--- src/rtl/sevenseg_to_binary_decoder.sv ---
// Decodes a captured triple of active-low 7-segment codes (huns/tens/ones) into a binary count.
// Optional build macro: DECODE_LEADING_BLANK_EN (all-off code in huns/tens reads as a blanked zero).
module sevenseg_to_binary_decoder #(
  parameter int OUT_WIDTH = 10
) (
  input  logic                 clk,
  input  logic                 rst,
  input  logic                 in_valid,
  output logic                 in_ready,
  input  logic [6:0]           huns,
  input  logic [6:0]           tens,
  input  logic [6:0]           ones,
  output logic                 out_valid,
  input  logic                 out_ready,
  output logic [OUT_WIDTH-1:0] value,
  output logic                 digit_err
);

  typedef enum logic [2:0] {S_IDLE, S_HUNS, S_TENS, S_ONES, S_DONE} state_t;

  state_t                 state_q, state_d;
  logic [6:0]             huns_q, tens_q, ones_q, cur_code;
  logic [OUT_WIDTH-1:0]   acc_q, acc_d, value_q;
  logic                   err_q, err_d, digit_err_q, out_valid_q;
  logic                   blank_ok;
  logic [4:0]             dec;

  // Returns {invalid, digit}; invalid codes read as digit 0.
  function automatic logic [4:0] seg_decode(input logic [6:0] code, input logic blank);
    logic [4:0] res;
    case (code)
      7'b1000000: res = 5'd0;
      7'b1111001: res = 5'd1;
      7'b0100100: res = 5'd2;
      7'b0110000: res = 5'd3;
      7'b0011001: res = 5'd4;
      7'b0010010: res = 5'd5;
      7'b0000010: res = 5'd6;
      7'b1111000: res = 5'd7;
      7'b0000000: res = 5'd8;
      7'b0011000: res = 5'd9;
      7'b1111111: res = blank ? 5'b0_0000 : 5'b1_0000;
      default:    res = 5'b1_0000;
    endcase
    return res;
  endfunction

  always_comb begin
    cur_code = ones_q;
    if (state_q == S_HUNS)      cur_code = huns_q;
    else if (state_q == S_TENS) cur_code = tens_q;
`ifdef DECODE_LEADING_BLANK_EN
    blank_ok = (state_q == S_HUNS) || (state_q == S_TENS);
`else
    blank_ok = 1'b0;
`endif
    dec   = seg_decode(cur_code, blank_ok);
    acc_d = (acc_q << 3) + (acc_q << 1) + OUT_WIDTH'(dec[3:0]);
    err_d = err_q | dec[4];
  end

  always_ff @(posedge clk) begin
    if (rst) state_q <= S_IDLE;
    else     state_q <= state_d;
  end

  always_comb begin
    state_d = state_q;
    case (state_q)
      S_IDLE:  if (in_valid) state_d = S_HUNS;
      S_HUNS:  state_d = S_TENS;
      S_TENS:  state_d = S_ONES;
      S_ONES:  state_d = S_DONE;
      S_DONE:  if (out_ready) state_d = S_IDLE;
      default: state_d = S_IDLE;
    endcase
  end

  always_comb begin
    in_ready = (state_q == S_IDLE) && !rst;
  end

  // Datapath: capture in IDLE, one digit per cycle, publish on entry to DONE.
  always_ff @(posedge clk) begin
    if (rst) begin
      huns_q      <= '0;
      tens_q      <= '0;
      ones_q      <= '0;
      acc_q       <= '0;
      err_q       <= 1'b0;
      value_q     <= '0;
      digit_err_q <= 1'b0;
      out_valid_q <= 1'b0;
    end else begin
      case (state_q)
        S_IDLE: begin
          if (in_valid) begin
            huns_q <= huns;
            tens_q <= tens;
            ones_q <= ones;
            acc_q  <= '0;
            err_q  <= 1'b0;
          end
        end
        S_HUNS, S_TENS: begin
          acc_q <= acc_d;
          err_q <= err_d;
        end
        S_ONES: begin
          acc_q       <= acc_d;
          err_q       <= err_d;
          value_q     <= acc_d;
          digit_err_q <= err_d;
          out_valid_q <= 1'b1;
        end
        S_DONE: begin
          if (out_ready) out_valid_q <= 1'b0;
        end
        default: ;
      endcase
    end
  end

  assign value     = value_q;
  assign digit_err = digit_err_q;
  assign out_valid = out_valid_q;

endmodule

--- config.mk ---
export PLATFORM = sky130hd
export DESIGN_NAME = sevenseg_to_binary_decoder
export DESIGN_NICKNAME = d
export VERILOG_FILES = /design/src/rtl/sevenseg_to_binary_decoder.sv
export SDC_FILE = /design/constraint.sdc
export NUM_CORES = 1
export LEC_CHECK = 0
export CORE_MARGIN = 2
export CORE_UTILIZATION = 58
export DETAILED_ROUTE_END_ITERATION = 7
export PLACE_DENSITY_LB_ADDON = 0.15
export RECOVER_POWER = 100
export SETUP_SLACK_MARGIN = 0.15
export SYNTH_ARGS = -nofsm -noshare
export SYNTH_HDL_FRONTEND = slang
export SYNTH_SLANG_ARGS = --single-unit
--- constraint.sdc ---
create_clock -name clk -period 10.2 [get_ports clk]
set_input_delay 2.04 -clock clk [delete_from_list [all_inputs] [get_ports clk]]
set_output_delay 2.04 -clock clk [all_outputs]
set_load 0.02 [all_outputs]
==> impl_metrics.ini <==
[grt]
antenna_found_initial = 0
grt_pass1_wl_mm = 8.87
grt_use_total_pct = 22.4
grt_max_degree = 48
grt.overflow.total = 0
grt_pass1_vias = 1900

[synth]
synth_largest_area_cell = dfxtp_1
yosysSeqAreaShare_pct = 36.2
synth_ff_type = dfxtp_1
syn_area_mm2 = 0.00254
yosysTopAreaCellShare_pct = 36.2
yosysUniqueCellTypes = 43
synth_edf_count = 0
synthTopCellsByCount = nand2_1 (63), a21oi_1 (46), dfxtp_1 (46), nor2_1 (17), nand3b_1 (16)
synth.avg_cell_area_um2 = 8.18
syn-num-nets = 352
ys_ff_latch = 46
ys_top_cells_by_area = dfxtp_1 (36%), nand2_1 (9.3%), a21oi_1 (9.0%), ha_1 (6.9%), nand3b_1 (4.7%)
synthArstFlopShare_pct = 0
synthCells = 311
synth_most_common_cell = nand2_1
ys_warn_count = 0

[routing]
wire_per_inst_um = 13.8
drtAntennaViolNets = 0
drtPass1Iterations = 4
vias = 2144
post-route-drc-count = 0
first_iter_violations = 181
drt_wl_total_mm = 5.35
drt-vias-per-instance = 5.53

[setup_path]
crit_type = primary input to output port
r2r-end = acc_q[8]
cp-end-kind = output port
worstPathRequired_ps = 8160
reg2reg_slack_ps = 5120
reg2reg_from = state_q[0]
rr_worst_depth = 16
start_kind = primary input
crit_fanout = 47
arrival_ps = 4850

[timing]
min_period_ps = 6890
drv_slew = 48
setup_tns_ps = 0
hold_viol_final = 0
finalCritPeriodShare_pct = 67.5
rsz0062_at_grt = no
setup_viol = 0
max-slew-margin-rel_pct = -38.1
worstMarginPinSlew_ps = 2070
layout_setup_ws_ps = 3310
skew_ps = 6.22
fmax_mhz = 145

[hold_path]
hp-class = flop to flop
hold_depth = 2
hp-start = value[6]
hold_end = value[6]

[run]
drv_cap = 1

[clocking]
cts_tree = done
cts_num_sinks = 46
clk_latency_ps = 300
cts.clk_slew.worst_paths_ps = 80
cts_root_buffer = clkbuf_8
cts_resized = 0
cts_buffers = 5
holdBufCountCts = 0
cts_post_setup_buffers_inserted = 0
h-tree-depth = 2
cts_max_path_buffers = 2

[final_layout]
num_antenna_cells = 0
drive_above_1_share_pct = 4.17
ff_latch_area_um2 = 921
syn_to_final_growth_pct = 15.4
layout.nets = 376
final_util_pct = 68.4
multi_input_area_mm2 = 0.00143
fillers = 380

[placed_design]
dp_slack_ps = 4540
port_buffers = 37
gp_congestion = 0.857
dp_hpwl_mm = 3.65

[floorplan]
die_h_um = 70.2
die_w_um = 70.2
rows = 24
core_mm2 = 0.00429
ios = 38
start_util_pct = 59.3
die_area_mm2 = 0.00493

[outcome]
status = complete, but fails checks
violations = capacitance limit, slew limit

[power_and_ir_drop]
peakVddDrop_mv = 0.0829
p_leak_uw = 0.00124
powerDensity_mw_per_mm2 = 149
metal layers:
layer	global-route usage [%]	vias to the layer above	wire length (µm)	part of all wire, %
met1	33.1	974	2660	50
met4	6.41	0	42	0.79
li1	-	1125	-	-
met3	4.76	4	199	3.7
met5	0	-	0	0
met2	33.0	41	2450	46
how the worst max path moves through the flow:
stage | start | cells past startpoint | end | slack, ps
after floorplan | rst | 2 | in_ready | 5280
after global placement | rst | 4 | in_ready | 4570
after detailed placement | rst | 4 | in_ready | 4540
after CTS | rst | 4 | in_ready | 4540
after global routing | rst | 4 | in_ready | 3080
final | rst | 4 | in_ready | 3310
logic make-up (layout without fill, tap and decap cells):
kind of cell | after synthesis | in the layout | synth area share (%)
AO/OA/AOI/OAI | 81 | 81 | 20.3
buffers and inverters | 30 | 55 | 6.10
flip-flops | 46 | 46 | 36.2
XOR/XNOR | 11 | 11 | 3.79
adder cells (fa/ha/maj) | 16 | 16 | 8.46
AND/OR/NAND/NOR | 127 | 127 | 25.2
stage by stage:
step	cell area, µm²	std cells	hold slack, ps	total power [µW]
2_1_floorplan	2540	311	436	288
3_3_place_gp	2880	380	445	310
3_5_place_dp	2880	380	445	312
4_1_cts	2980	388	458	445
5_1_grt	2940	388	475	462
6_report	2940	388	452	437
power breakdown:
part	switching [µW]	total (µW)	internal [µW]	leakage, µW
logic	57.2	100	42.8	0.000812
clock network	60.2	134	73.4	0.0000524
registers	12.4	203	191	0.000375
cells in the final DEF, fill, tap and decap left out, types with 2 or more instances in the layout:
master	instances
clkbuf_1	3
nand2_1	64
o21bai_1	2
a21oi_1	46
fa_1	2
o211ai_1	2
dfxtp_1	46
dlygate4sd3_1	14
a21o_1	9
o21ai_1	2
o21ai_0	4
a22oi_1	8
inv_1	8
nor3_1	9
clkdlybuf4s50_1	23
xor2_1	3
nor2_1	17
clkbuf_8	5
nand3_1	4
nand4_1	2
nor4_1	4
or2_2	2
ha_1	14
xnor2_1	8
nand3b_1	16
sequential cells by signal (all words and copies together), names as in the netlist:
register	count
huns_q	7
digit_err	1
value	10
acc_q	9
state_q	3
tens_q	7
ones_q	7
out_valid	1
err_q	1
worst max-delay path: stages:
cell and delay, ps:
dlygate4sd3_1 520, clkbuf_1 1480, nor4_1 60, dlygate4sd3_1 740
area by class of cell:
cell class / instances / area share (%)
Inverter: 8 / 1.02
Multi-Input combinational cell: 235 / 48.8
Sequential cell: 46 / 31.3
Tap cell: 52 / 2.21
Timing Repair Buffer: 39 / 13.0
Clock buffer: 7 / 2.60
Clock inverter: 1 / 1.02
No activity file was read; power rests on OpenSTA's default activity.
